`src/rtl/cache_pkg.sv`:
```
// Shared types and constants for the L1 word cache: FSM states, line layout, default width.
package cache_pkg;

  localparam int DEFAULT_WORD_SIZE = 32;
  // Line tags are carried at the widest possible tag width so any index size fits.
  localparam int LINE_TAG_MAX = DEFAULT_WORD_SIZE - 2;

  typedef enum logic [1:0] {
    IDLE,
    LOOKUP,
    L2_REQ,
    RESP
  } l1_state_t;

  typedef struct packed {
    logic                         valid;
    logic [LINE_TAG_MAX-1:0]      tag;
    logic [DEFAULT_WORD_SIZE-1:0] data;
  } l1_line_t;

endpackage

```
`src/rtl/l1_tag_array.sv`:
```
// L1 line storage: combinational read port, synchronous write port, synchronous invalidate-all.
module l1_tag_array
  import cache_pkg::*;
#(
  parameter int WORD_SIZE   = DEFAULT_WORD_SIZE,
  parameter int INDEX_SIZE  = 3,
  parameter int L1_TAG_SIZE = WORD_SIZE - INDEX_SIZE - 2
) (
  input  logic                   clk,
  input  logic                   rst,
  input  logic [INDEX_SIZE-1:0]  rd_index,
  output l1_line_t               rd_line,
  input  logic                   wr_en,
  input  logic [INDEX_SIZE-1:0]  wr_index,
  input  logic [L1_TAG_SIZE-1:0] wr_tag,
  input  logic [WORD_SIZE-1:0]   wr_data
);

  localparam int LINES = 1 << INDEX_SIZE;

  logic [LINES-1:0]       valid_reg;
  logic [L1_TAG_SIZE-1:0] tag_mem  [LINES];
  logic [WORD_SIZE-1:0]   data_mem [LINES];

  // Only the valid bits are reset; tag and data contents are don't-care until filled.
  always_ff @(posedge clk) begin
    if (rst) begin
      valid_reg <= '0;
    end else if (wr_en) begin
      valid_reg[wr_index] <= 1'b1;
    end
  end

  always_ff @(posedge clk) begin
    if (wr_en) begin
      tag_mem[wr_index]  <= wr_tag;
      data_mem[wr_index] <= wr_data;
    end
  end

  always_comb begin
    rd_line       = '0;
    rd_line.valid = valid_reg[rd_index];
    rd_line.tag   = LINE_TAG_MAX'(tag_mem[rd_index]);
    rd_line.data  = DEFAULT_WORD_SIZE'(data_mem[rd_index]);
  end

endmodule

```
`src/rtl/l1_ctrl.sv`:
```
// Direct-mapped write-through, no-write-allocate L1 word cache in front of L2.
// Optional hit/miss counters are enabled by defining L1_STATS_EN.
module l1_ctrl
  import cache_pkg::*;
#(
  parameter int WORD_SIZE   = DEFAULT_WORD_SIZE,
  parameter int INDEX_SIZE  = 3,
  parameter int L1_TAG_SIZE = WORD_SIZE - INDEX_SIZE - 2
) (
  input  logic                 clk,
  input  logic                 rst,
  input  logic                 cpu_valid,
  output logic                 cpu_ready,
  input  logic                 cpu_wr_en,
  input  logic [WORD_SIZE-1:0] cpu_addr,
  input  logic [WORD_SIZE-1:0] cpu_wdata,
  output logic                 cpu_resp_valid,
  output logic [WORD_SIZE-1:0] cpu_rdata,
  output logic                 cpu_hit,
  output logic                 l2_req,
  output logic                 l2_wr_en,
  output logic [WORD_SIZE-1:0] l2_addr,
  output logic [WORD_SIZE-1:0] l2_data,
  input  logic [WORD_SIZE-1:0] l2_data_in,
  input  logic                 l2_ack,
  input  logic                 l2_hit
`ifdef L1_STATS_EN
  ,
  output logic [15:0]          stat_hits,
  output logic [15:0]          stat_misses
`endif
);

  l1_state_t              state;
  logic [WORD_SIZE-1:0]   req_addr;
  logic [WORD_SIZE-1:0]   req_wdata;
  logic                   req_wr;

  logic [INDEX_SIZE-1:0]  req_index;
  logic [L1_TAG_SIZE-1:0] req_tag;
  l1_line_t               line;
  logic                   lookup_hit;
  logic                   arr_wr_en;
  logic [WORD_SIZE-1:0]   arr_wr_data;

  assign req_index  = req_addr[INDEX_SIZE+1:2];
  assign req_tag    = req_addr[WORD_SIZE-1:INDEX_SIZE+2];
  assign lookup_hit = line.valid && (line.tag == LINE_TAG_MAX'(req_tag));

  // Write hits update in place during LOOKUP; read fills land on the L2 ack.
  // Both cases leave the line valid with the captured tag, so one write port suffices.
  always_comb begin
    arr_wr_en   = 1'b0;
    arr_wr_data = req_wdata;
    if (state == LOOKUP && req_wr && lookup_hit) begin
      arr_wr_en = 1'b1;
    end else if (state == L2_REQ && l2_ack && !req_wr && l2_hit) begin
      arr_wr_en   = 1'b1;
      arr_wr_data = l2_data_in;
    end
  end

  l1_tag_array #(
    .WORD_SIZE  (WORD_SIZE),
    .INDEX_SIZE (INDEX_SIZE),
    .L1_TAG_SIZE(L1_TAG_SIZE)
  ) u_tag_array (
    .clk     (clk),
    .rst     (rst),
    .rd_index(req_index),
    .rd_line (line),
    .wr_en   (arr_wr_en),
    .wr_index(req_index),
    .wr_tag  (req_tag),
    .wr_data (arr_wr_data)
  );

  always_ff @(posedge clk) begin
    if (rst) begin
      state          <= IDLE;
      cpu_ready      <= 1'b1;
      cpu_resp_valid <= 1'b0;
      cpu_rdata      <= '0;
      cpu_hit        <= 1'b0;
      l2_req         <= 1'b0;
      l2_wr_en       <= 1'b0;
      l2_addr        <= '0;
      l2_data        <= '0;
      req_addr       <= '0;
      req_wdata      <= '0;
      req_wr         <= 1'b0;
`ifdef L1_STATS_EN
      stat_hits      <= '0;
      stat_misses    <= '0;
`endif
    end else begin
      case (state)
        IDLE: begin
          if (cpu_valid && cpu_ready) begin
            req_addr  <= cpu_addr;
            req_wdata <= cpu_wdata;
            req_wr    <= cpu_wr_en;
            cpu_ready <= 1'b0;
            state     <= LOOKUP;
          end
        end
        LOOKUP: begin
          if (!req_wr && lookup_hit) begin
            cpu_resp_valid <= 1'b1;
            cpu_rdata      <= WORD_SIZE'(line.data);
            cpu_hit        <= 1'b1;
            state          <= RESP;
`ifdef L1_STATS_EN
            if (stat_hits != 16'hFFFF) stat_hits <= stat_hits + 16'd1;
`endif
          end else begin
            l2_req   <= 1'b1;
            l2_wr_en <= req_wr;
            l2_addr  <= req_addr;
            l2_data  <= req_wdata;
            state    <= L2_REQ;
`ifdef L1_STATS_EN
            if (!req_wr && stat_misses != 16'hFFFF) stat_misses <= stat_misses + 16'd1;
`endif
          end
        end
        L2_REQ: begin
          if (l2_ack) begin
            l2_req         <= 1'b0;
            cpu_resp_valid <= 1'b1;
            state          <= RESP;
            if (req_wr) begin
              cpu_rdata <= '0;
              cpu_hit   <= 1'b1;
            end else if (l2_hit) begin
              cpu_rdata <= l2_data_in;
              cpu_hit   <= 1'b1;
            end else begin
              cpu_rdata <= '0;
              cpu_hit   <= 1'b0;
            end
          end
        end
        RESP: begin
          cpu_resp_valid <= 1'b0;
          cpu_ready      <= 1'b1;
          state          <= IDLE;
        end
        default: begin
          state     <= IDLE;
          cpu_ready <= 1'b1;
        end
      endcase
    end
  end

endmodule

```
`config.mk`:
```
export PLATFORM = sky130hd
export DESIGN_NAME = l1_ctrl
export DESIGN_NICKNAME = d
export VERILOG_FILES = /design/src/rtl/cache_pkg.sv /design/src/rtl/l1_tag_array.sv /design/src/rtl/l1_ctrl.sv
export SDC_FILE = /design/constraint.sdc
export NUM_CORES = 1
export LEC_CHECK = 0
export ABC_AREA = 0
export CAP_MARGIN = 10
export CORE_UTILIZATION = 50
export CTS_BUF_LIST = sky130_fd_sc_hd__clkbuf_8
export CTS_CLUSTER_DIAMETER = 80
export DETAILED_ROUTE_END_ITERATION = 12
export PLACE_DENSITY = 0.67
export SETUP_SLACK_MARGIN = 0.15
export SLEW_MARGIN = 20
export SYNTH_ARGS = -nofsm -noshare
export SYNTH_HDL_FRONTEND = slang
export SYNTH_SLANG_ARGS = --single-unit
```
`constraint.sdc`:
```
create_clock -name clk -period 5.9 [get_ports clk]
set_input_delay 1.18 -clock clk [delete_from_list [all_inputs] [get_ports clk]]
set_output_delay 1.18 -clock clk [all_outputs]
set_load 0.1 [all_outputs]
```
* Word level (Yosys, flattened, before mapping)
Memory sizes are Yosys's and may differ from the RTL's. A register that Yosys moved wholly into a read port is not among the register bits.
Index checks and enable logic that the tools add are counted.
** Word-level totals
- RAM bits :: 472
- Input port bits :: 102
- Logic and storage cells :: 83
- Output and inout port bits :: 101
- Memories kept :: 2
- Flip-flop bits (word level) :: 176
** Cells by class
- Eq/ne operators :: 8
- Order comparisons :: 2
- Bitwise logic cells :: 2
- Reductions and logical operators :: 21
- Muxes and demuxes :: 35
** Memory list
- u_tag_array.data_mem :: words 8, bits a word 32, rd ports 1, clocked after Yosys merged registers in 1, write ports 1, RTL line l1_tag_array.sv:23 : logic [WORD_SIZE-1:0] data_mem [LINES];
- u_tag_array.tag_mem :: words 8, bits a word 27, rd ports 1, clocked after Yosys merged registers in 1, write ports 1, RTL line l1_tag_array.sv:22 : logic [L1_TAG_SIZE-1:0] tag_mem [LINES];
** Operators by type and width (count)
- two-way mux 32 bit :: 6
- one-hot mux 32 bit (2 select lines) :: 1
- == test 27 bit :: 1
- two-way mux 1 bit :: 15
- two-way mux 3 bit :: 4
- logical AND 1 bit :: 9
- AND reduction 3 bit :: 3
- OR 8 bit :: 1
- one-hot mux 2 bit (4 select lines) :: 1
- AND reduction 2 bit :: 4
- inequality test 2 bit (second input constant) :: 3
- one-hot mux 1 bit (2 select lines) :: 3
- == test 2 bit (second input constant) :: 2
- < comparator 3 x 4 -> 1 bit (second input constant) :: 1
- two-way mux 2 bit :: 2
- nonzero test 2 bit :: 2
- binary-select mux 1 bit (select 3 bit) :: 1
- demux 1 bit (select 3 bit) :: 1
- >= comparator 3 x 1 -> 1 bit (second input constant) :: 1
- one-hot mux 1 bit (3 select lines) :: 1
- nonzero test 3 bit :: 1
- == test 2 x 1 -> 1 bit (second input constant) :: 1
- zero test 2 bit :: 1
- inequality test 2 x 1 -> 1 bit (second input constant) :: 1
- other kinds (2) :: 2

* Depth between registers and ports, before layout
Gate-level depths: netlist (run 1).
- Depth after elaboration :: 8
- Gate-level depth with buffers :: 13
- Gate-level depth less buffers :: 8

* Cells and area by module
A second synthesis (run 1) with hierarchy kept.
** Second synthesis, totals
- Cell total of the unflattened synthesis :: 1611
- Area total of the unflattened synthesis :: 25783.5 µm²
** Modules (own cells, without submodules)
- l1_tag_array :: cells an instance 731, times used 1, sequential area each 14333.7 µm², area each 18270.0 µm²
- l1_ctrl :: cells an instance 880, times used 1, sequential area each 3363.2 µm², area each 7513.5 µm²

* Worst setup path after synthesis (run 1)
No wires, ideal clock.
- Path kind :: reg2reg
- From :: reg with a tool-made name
- To :: mem u_tag_array.data_mem[3][0] (netlist name) (enable)
- Clock period less this slack :: 4580 ps
- Setup time :: 413 ps
- Data arrival time :: 4167 ps
- Slack :: 1320 ps
- Buffers on the path :: 2
- Required time :: 5487 ps
- Stages on the path, launching flop included :: 11
- Cells stage by stage :: dfxtp_1 buf_2 buf_1 mux4_2 mux2i_1 xor2_1 nand4_1 or4b_2 nor3_1 o2111ai_1 inv_1
** RTL lines (RTL line)
- to (decl) :: l1_tag_array.sv:23

==> flow_metrics.tcl, run 1 <==
set metrics [dict create \
    r2r_slack_ns 0.70 \
    overflow 0 \
    finalSetupTns_ns 0 \
    internal-power_mw 8.370 \
    relSlewSlack 0.2802 \
    worstHoldPathType "reg2reg" \
    setup-violations-final 0 \
    setup_ws_ns 0.6963 \
    top_regs "u_tag_array.data_mem x256, u_tag_array.tag_mem x216" \
    ys_warn_count 0 \
    clkPwrFrac 0.291 \
    drv_slew 0 \
    worstMarginPinSlew_ns 1.076 \
    min-delay-start "u_tag_array.valid_reg[1]" \
    top_register "u_tag_array.data_mem" \
    place_ws_ns 0.6992 \
    yosysUniqueCellTypes 50 \
    rr_worst_depth 9 \
    switching_share 0.3383 \
    cap_violations 0 \
    worstPathRequired_ns 6.28 \
    io_pins 203 \
    power_density_nw_per_um2 419.9 \
    area_growth_pct 19.37 \
    num_vias 14600 \
    die_w_um 226.7 \
    seqCellArea_sq_um 17770 \
    grt_pass1_wl_mm 87.04 \
    ant_nets 0 \
    synthCells 1599 \
    p_leak_nw 10.12 \
    n_fill_cell 3742 \
    dpl.hpwl_mm 35.49 \
    routed_wl_mm 58.09 \
    largest_reg_flops 256 \
    finClkSkew_ns 0.03102 \
    antenna_cells 0 \
    nets 1951 \
    setup.worst_path.start_class "register" \
    synthDominantCellAreaShare 0.5616 \
    p_sw_mw 4.280 \
    yosys-top-cells-count "edfxtp_1 (472), dfxtp_1 (179), mux2i_1 (150), a21oi_1 (144), nand2_1 (141)" \
    cts.repair.resized 0 \
    cts_buffer_depth 3 \
    tritoncts "done" \
    whs_path_depth 2 \
    max_freq_mhz 192.2 \
    die_y_um 226.7 \
    htree_num_levels 3 \
    syn_avg_cell_area_sq_um 15.78 \
    yosysMostFrequentCell "edfxtp_1" \
    coreArea_sq_um 49360 \
    min_to "u_tag_array.valid_reg[1]" \
    route.detailed.drc 0 \
    wl_per_cell_um 22.34 \
    pwr-share-comb 0.261 \
    post-cts-setup-buffers 0 \
    cts_buffers 105 \
    timing.rr.end "u_tag_array.data_mem[7][10]" \
    worstPathMaxFanout 63 \
    yosysTopAreaCell "edfxtp_1" \
    peakVddDrop_v 0.0002747 \
    start_util 0.5114 \
    yosysSeqAreaShare 0.7035 \
    antenna_found_initial 1 \
    cts.sinks 651 \
    cts-hold-fix-buffers 0 \
    syn-cell-area_sq_um 25240 \
    period_share 0.8820 \
    rows 81 \
    vias_per_cell 5.614 \
    grt_usage 0.2289 \
    synth_area_leaders "edfxtp_1 (56%), dfxtp_1 (14%), mux4_2 (8.7%), mux2i_1 (5.9%), a21oi_1 (2.9%)" \
    clk_latency_ns 0.70 \
    numPortBuffers 202 \
    cp_cell_sequence "mux4_2 -> mux2i_1 -> xnor2_1 -> nor4_1 -> or4b_2 -> nor3_1 -> o2111ai_1 -> inv_2 -> buf_4" \
    clk_pin_slew_ns 0.06 \
    first_pass_iters 5 \
    root_buffer "clkbuf_8" \
    rsz0062_at_grt "false" \
    slowest_delay_ns 0.98 \
    crit_slowest_cell "dfxtp_4" \
    final_hold_viol_count 0 \
    status "finished clean" \
    yosys_most_used_dff "edfxtp_1" \
    async_reset_ff_frac 0 \
    synth_edf_count 472 \
    grt_max_degree 78 \
    drive_gt1_frac 0.1715 \
    ys_ff_latch 651 \
    grt_pass1_vias 14740 \
    routabilityCongestion 0.8092 \
    syn-num-nets 1706 \
    drt_iter0_markers 1183 \
    period_needed_ns 5.204 \
    crit_type "reg2reg" \
    worst_ep_arrival_time_ns 5.58 \
    seqPwrFrac 0.448 \
    dieArea_sq_um 51380 \
    end_kind "register" \
    multi_input_area_sq_um 6985 \
]
-- worst max-delay path: cells and delay by family, from the launching register on --
family                 cells  cell delay (ns)
AND/OR/NAND/NOR            3             2.03
buffers and inverters      2             0.85
flip-flops                 1             0.98
XOR/XNOR                   1             0.09
multiplexers               2             0.61
AO/OA/AOI/OAI              1             0.25
-- layout make-up --
cell class	instances	share of cell area
inverters	22	0.002741
repair buffers	240	0.08119
clock inverters	84	0.01437
multi-input cells	824	0.2319
well taps	664	0.02757
clock buffers	115	0.05253
flip-flops and latches	651	0.5897
-- per-layer routing --
layer | GRT usage | vias to the layer above | share of wire
met5 | 0 | - | 0
met4 | 0.07868 | 0 | 0.024
met3 | 0.04289 | 100 | 0.059
met2 | 0.3673 | 482 | 0.48
met1 | 0.3144 | 7385 | 0.44
li1 | - | 6630 | -
-- power groups by stage --
stage	Clock, mW	Sequential (mW)	Combinational (mW)
after floorplan	0	6.36	1.75
after global placement	0	5.76	3.27
after detailed placement	0	5.77	3.31
after CTS	3.75	5.68	3.32
after global routing	3.93	5.71	3.51
final	3.68	5.67	3.30
-- cells in the final DEF (no fill, tap or decap), types with 11 or more instances in the layout --
| master | n |
|---|---|
| xor2_1 | 14 |
| clkdlybuf4s50_1 | 201 |
| mux2i_1 | 150 |
| clkbuf_8 | 115 |
| nor2_1 | 106 |
| buf_12 | 11 |
| nand2_1 | 141 |
| a21oi_1 | 143 |
| mux4_2 | 98 |
| inv_1 | 64 |
| a311oi_1 | 32 |
| dfxtp_1 | 176 |
| buf_4 | 27 |
| a22o_1 | 12 |
| clkinv_1 | 15 |
| edfxtp_1 | 472 |
| mux2_2 | 40 |
-- worst max path at each step --
stage	slack, ns	cells past startpoint	endpoint	startpoint
final	0.70	9	u_tag_array.data_mem[7][10]	register
after global placement	0.76	9	u_tag_array.data_mem[7][10]	register
after CTS	0.68	9	u_tag_array.data_mem[7][10]	register
after detailed placement	0.70	9	u_tag_array.data_mem[1][10]	register
after global routing	0.43	9	u_tag_array.data_mem[1][11]	register
after floorplan	1.32	10	u_tag_array.data_mem[3][0]	register
-- stage by stage --
stage	total power, mW	instances	hold slack, ns	cell area, sq um	utilization
after global routing	13.16	2600	0.4790	30130	0.6104
after detailed placement	9.077	2401	0.4489	28110	0.5696
after floorplan	8.107	1599	0.4223	25240	-
final	12.65	2600	0.4562	30130	0.6104
after global placement	9.025	2401	0.4394	28110	0.5696
after CTS	12.75	2600	0.4568	30130	0.6104
-- cell families after synthesis --
kind of cell,count (synthesis),share of synthesized area
mux,288,0.1648
compound gates,225,0.05458
xor+xnor,18,0.006246
fa+ha+maj,5,0.002479
simple gates,288,0.04749
flops,651,0.7035
buf+inv,124,0.02087
No activity file was read; power rests on OpenSTA's default activity.
==> run 2, diff against run 1 <==
--- a/config.mk
+++ b/config.mk
@@ -7,6 +7,7 @@
 export LEC_CHECK = 0
 export ABC_AREA = 0
 export CAP_MARGIN = 10
+export CORE_MARGIN = 3
 export CORE_UTILIZATION = 50
 export CTS_BUF_LIST = sky130_fd_sc_hd__clkbuf_8
 export CTS_CLUSTER_DIAMETER = 80
==> run 2 against run 1 <==
Maximum frequency rose by 2.6%. Sequential cell count is the same. Largest power group unchanged. Clock power is essentially flat. Critical endpoint is now u_tag_array.data_mem[2][1]. Routed wire length increased by 3.8%.
==> flow_metrics.tcl, run 2 (synthesized netlist as in run 1, its figures left out) <==
set metrics [dict create \
    coreArea_sq_um 49360 \
    crit_type "reg2reg" \
    overflow 0 \
    routabilityCongestion 0.8198 \
    fin_util 0.6097 \
    internal-power_mw 8.453 \
    area_growth_pct 19.22 \
    vias_per_cell 5.701 \
    path_delay_family "buffers and inverters" \
    p_leak_nw 10.07 \
    status "finished clean" \
    seqCellArea_sq_um 17770 \
    tritoncts "done" \
    largest_reg_flops 256 \
    rows 81 \
    switching_share 0.3370 \
    htree_num_levels 3 \
    end_kind "register" \
    top_regs "u_tag_array.data_mem x256, u_tag_array.tag_mem x216" \
    crit_slowest_cell "dfxtp_4" \
    period_share 0.8597 \
    rsz0062_at_grt "false" \
    io_pins 203 \
    cts-hold-fix-buffers 0 \
    total_power_mw 12.75 \
    drv_slew 0 \
    final_hold_viol_count 0 \
    num_vias 14750 \
    numPortBuffers 202 \
    worstPathMaxFanout 44 \
    die_w_um 230.7 \
    antenna_cells 0 \
    finClkSkew_ns 0.04383 \
    start_util 0.5114 \
    finalSetupTns_ns 0 \
    route.detailed.drc 0 \
    multi_input_area_sq_um 6978 \
    peakVddDrop_v 0.0002790 \
    setup-violations-final 0 \
    drive_gt1_frac 0.1690 \
    max_freq_mhz 197.1 \
    grt_usage 0.2286 \
    dieArea_sq_um 53210 \
    grt_max_degree 121 \
    antenna_found_initial 1 \
    top_register "u_tag_array.data_mem" \
    dpl.hpwl_mm 36.86 \
    grt_pass1_vias 15040 \
    final_cell_mix "edfxtp_1 (472), clkdlybuf4s50_1 (201), dfxtp_1 (176)" \
    routed_wl_mm 60.28 \
    drt_iter0_markers 1262 \
    cts.sinks 651 \
    path_buf_inv 3 \
    worstMarginPinSlew_ns 1.184 \
    worstPathRequired_ns 6.22 \
    grt_pass1_wl_mm 92.30 \
    period_needed_ns 5.072 \
    cts.repair.resized 0 \
    cts_buffer_depth 3 \
    post-cts-setup-buffers 0 \
    clkPwrFrac 0.291 \
    pwr-share-comb 0.263 \
    setup.worst_path.start_class "register" \
    worstHoldPathType "reg2reg" \
    first_pass_iters 5 \
    ant_nets 0 \
    clk_pin_slew_ns 0.06 \
    slowest_delay_ns 0.80 \
    relSlewSlack 0.2083 \
    nets 1944 \
    seqPwrFrac 0.446 \
    cts_buffers 102 \
    p_sw_mw 4.297 \
    n_fill_cell 3687 \
    power_density_nw_per_um2 423.7 \
    clk_latency_ns 0.69 \
    cp_cell_sequence "buf_4 -> mux2i_1 -> a22o_1 -> o21a_1 -> a2111oi_0 -> or4b_4 -> nor3_1 -> o21ai_0 -> inv_2 -> buf_12" \
    die_y_um 230.7 \
    final_common_cell "edfxtp_1" \
    worst_ep_arrival_time_ns 5.39 \
    whs_ns 0.4524 \
    root_buffer "clkbuf_8" \
    cap_violations 0 \
    wl_per_cell_um 23.30 \
]
-- run 2: cell count changes in the layout (fill, tap and decap cells not counted), moves of 2 or more --
cell and change:
clkinv_1 +5, bufinv_16 +2, buf_12 -2, clkinv_2 -2, buf_4 -3, clkinvlp_4 -2
inv_1 -11, clkbuf_8 -2
-- run 2: final cells by class --
class / instances / share of cell area
clock buffer: 113 / 0.05169
clock inverter: 77 / 0.01543
inverter: 22 / 0.002744
multi-input combinational: 824 / 0.2319
sequential: 651 / 0.5905
tap: 664 / 0.02761
timing repair buffer: 236 / 0.08013
-- run 2: power groups by stage --
stage	clock, mW	combinational (mW)	sequential (mW)
floorplan	0	1.75	6.36
global placement	0	3.28	5.76
detailed placement	0	3.33	5.77
CTS	3.79	3.34	5.68
global route	4.01	3.59	5.72
finish	3.71	3.36	5.68
-- run 2: tightest hold or removal path, cell delays in order (launching register included) --
cell and delay [ns]:
dfxtp_1 0.30, inv_1 0.05, a21oi_1 0.05
-- run 2: metal layers --
metal | vias up | wire (um) | GRT usage | share of wire
met5 | - | 13 | 0 | 0.00022
met4 | 2 | 1321 | 0.06140 | 0.022
met3 | 98 | 4644 | 0.05861 | 0.077
met2 | 536 | 27860 | 0.3526 | 0.46
met1 | 7489 | 26440 | 0.3275 | 0.44
li1 | 6624 | - | - | -
-- run 2: path summary, 6_finish.rpt --
path	slack, ns	end	from	cells past startpoint
max	0.83	u_tag_array.data_mem[2][1]	register	10
max reg2reg	0.83	u_tag_array.data_mem[2][1]	register	10
min reg2reg	0.45	u_tag_array.valid_reg[7]	u_tag_array.valid_reg[7]	2
min	0.45	u_tag_array.valid_reg[7]	u_tag_array.valid_reg[7]	2
-- run 2: stage by stage --
stage | std cells | setup WS (ns) | instance area (sq um)
3_5_place_dp | 2396 | 0.8081 | 28040
4_1_cts | 2586 | 0.7904 | 30060
2_1_floorplan | 1599 | 1.320 | 25240
5_1_grt | 2587 | 0.5448 | 30090
6_report | 2587 | 0.8276 | 30090
3_3_place_gp | 2396 | 0.9464 | 28040
==> run 3, diff against run 2 <==
==> constraint.sdc (replaced) <==
create_clock -name clk -period 4.8 [get_ports clk]
set_input_delay 0.72 -clock clk [delete_from_list [all_inputs] [get_ports clk]]
set_output_delay 0.72 -clock clk [all_outputs]
set_load 0.1 [all_outputs]
==> run 3 against run 2 <==
Worst hold slack gained 0.0028 ns. Sequential share of layout area shrank 0.12 points. Sequential power grew 23%. Utilization grew 0.12 points. Combinational power grew 23%. Cell area grew 0.20%. Count of clock-buffer cells in the layout grew 11.
==> flow_metrics.tcl, run 3 (synthesized netlist as in run 1, its figures left out) <==
set metrics [dict create \
    status "finished clean" \
    grt_usage 0.2215 \
    clk_latency_ns 0.69 \
    top_regs "u_tag_array.data_mem x256, u_tag_array.tag_mem x216" \
    die_y_um 230.7 \
    r2r_slack_ns 0.52 \
    cts.repair.resized 0 \
    p_sw_mw 5.277 \
    worstMarginPinSlew_ns 1.148 \
    finClkSkew_ns 0.03731 \
    rsz0062_at_grt "false" \
    cts_buffer_depth 3 \
    cts_buffers 102 \
    post-cts-setup-buffers 0 \
    routabilityCongestion 0.7739 \
    io_pins 203 \
    seqPwrFrac 0.448 \
    relSlewSlack 0.2326 \
    cap_violations 0 \
    clkPwrFrac 0.286 \
    pwr-share-comb 0.266 \
    dpl_cell_area_sq_um 28150 \
    setup-violations-final 0 \
    nets 1951 \
    largest_reg_flops 256 \
    grt_pass1_wl_mm 89.66 \
    htree_num_levels 3 \
    final_hold_viol_count 0 \
    cts-hold-fix-buffers 0 \
    tritoncts "done" \
    grt_max_degree 88 \
    rows 81 \
    path_buf_inv 1 \
    worst_ep_arrival_time_ns 4.80 \
    grt_pass1_vias 15100 \
    peakVddDrop_v 0.0005280 \
    drive_gt1_frac 0.1760 \
    area_growth_pct 19.46 \
    period_share 0.8924 \
    start_util 0.5114 \
    p_leak_nw 10.13 \
    max_freq_mhz 233.5 \
    num_vias 14680 \
    die_w_um 230.7 \
    final_common_cell "edfxtp_1" \
    cp_cell_sequence "mux4_2 -> mux2i_1 -> xnor2_1 -> nor4_1 -> or4b_1 -> o31a_2 -> buf_4 -> mux2i_1 -> nor2_1" \
    slowest_delay_ns 0.86 \
    top_register "u_tag_array.data_mem" \
    cts.sinks 651 \
    crit_slowest_cell "dfxtp_4" \
    ant_nets 0 \
    worstSetupPathDepth 9 \
    final_cell_mix "edfxtp_1 (472), clkdlybuf4s50_1 (201), dfxtp_1 (176)" \
    internal-power_mw 10.27 \
    antenna_found_initial 4 \
    drv_slew 0 \
    drt_iter0_markers 1106 \
    crit_type "reg2reg" \
    route.detailed.drc 0 \
    whs_ns 0.4552 \
    power_density_nw_per_um2 515.7 \
    numPortBuffers 202 \
    rr_worst_depth 9 \
    wl_per_cell_um 22.80 \
    dpl.hpwl_mm 35.63 \
    worstPathMaxFanout 47 \
    root_buffer "clkbuf_8" \
    vias_per_cell 5.652 \
    dieArea_sq_um 53210 \
    first_pass_iters 5 \
    overflow 0 \
    total_power_mw 15.55 \
    finalSetupTns_ns 0 \
    cp_common_cell "mux2i_1" \
    period_needed_ns 4.283 \
    coreArea_sq_um 49360 \
    switching_share 0.3394 \
    whs_path_depth 2 \
    clk_pin_slew_ns 0.06 \
    fin_area_sq_um 30150 \
    setup.worst_path.start_class "register" \
    path_delay_family "simple AND/OR/NAND/NOR gates" \
    worstPathRequired_ns 5.32 \
    routed_wl_mm 59.21 \
    worstHoldPathType "reg2reg" \
    end_kind "register" \
    n_fill_cell 3740 \
]
==> run 3: worst paths after layout <==
check,start,to
worst max register to register,register,l2_addr[4]
worst min register to register,u_tag_array.valid_reg[0],u_tag_array.valid_reg[0]
worst min-delay path,u_tag_array.valid_reg[0],u_tag_array.valid_reg[0]
worst max-delay path,register,l2_addr[4]
==> run 3: metrics by stage <==
step                utilization  cells  worst slack [ns]
floorplan                     -   1599            0.2203
global placement         0.5704   2404            0.5585
detailed placement       0.5704   2404            0.5041
CTS                      0.6108   2596            0.4746
global route             0.6108   2596            0.1961
finish                   0.6109   2597            0.5165
==> run 3: layer usage <==
layer	vias up	GRT usage	part of all wire
met4	6	0.06469	0.023
met1	7472	0.3091	0.43
met3	101	0.05775	0.076
met2	483	0.3469	0.47
li1	6615	-	-
met5	-	0	0.00061
==> run 3: power by group through the flow <==
stage,Combinational [mW],Sequential (mW),Clock [mW]
6_report,4.14,6.96,4.45
5_1_grt,4.42,7.01,4.80
4_1_cts,4.17,6.96,4.54
3_5_place_dp,4.14,7.08,0
3_3_place_gp,4.10,7.06,0
2_1_floorplan,2.15,7.81,0
==> run 3: worst register-to-register path: cells and delay by family, from the launching register on <==
kind / cells / cell delay [ns]
DFF: 1 / 0.86
muxes: 3 / 0.91
xor gates and xnor gates: 1 / 0.13
AOI/OAI and AO/OA: 1 / 0.58
and+or+nand+nor: 3 / 1.23
buffers and inverters: 1 / 0.42
==> run 3: final cells by class <==
class / count / area (sq um) / share of cell area
Inverter: 22 / 82.58 / 0.002739
Tap cell: 664 / 830.8 / 0.02755
Multi-Input combinational cell: 824 / 6978 / 0.2314
Clock inverter: 68 / 289.0 / 0.009586
Antenna cell: 1 / 2.502 / 0.00008299
Sequential cell: 651 / 17770 / 0.5893
Timing Repair Buffer: 243 / 2494 / 0.08270
Clock buffer: 124 / 1707 / 0.05660
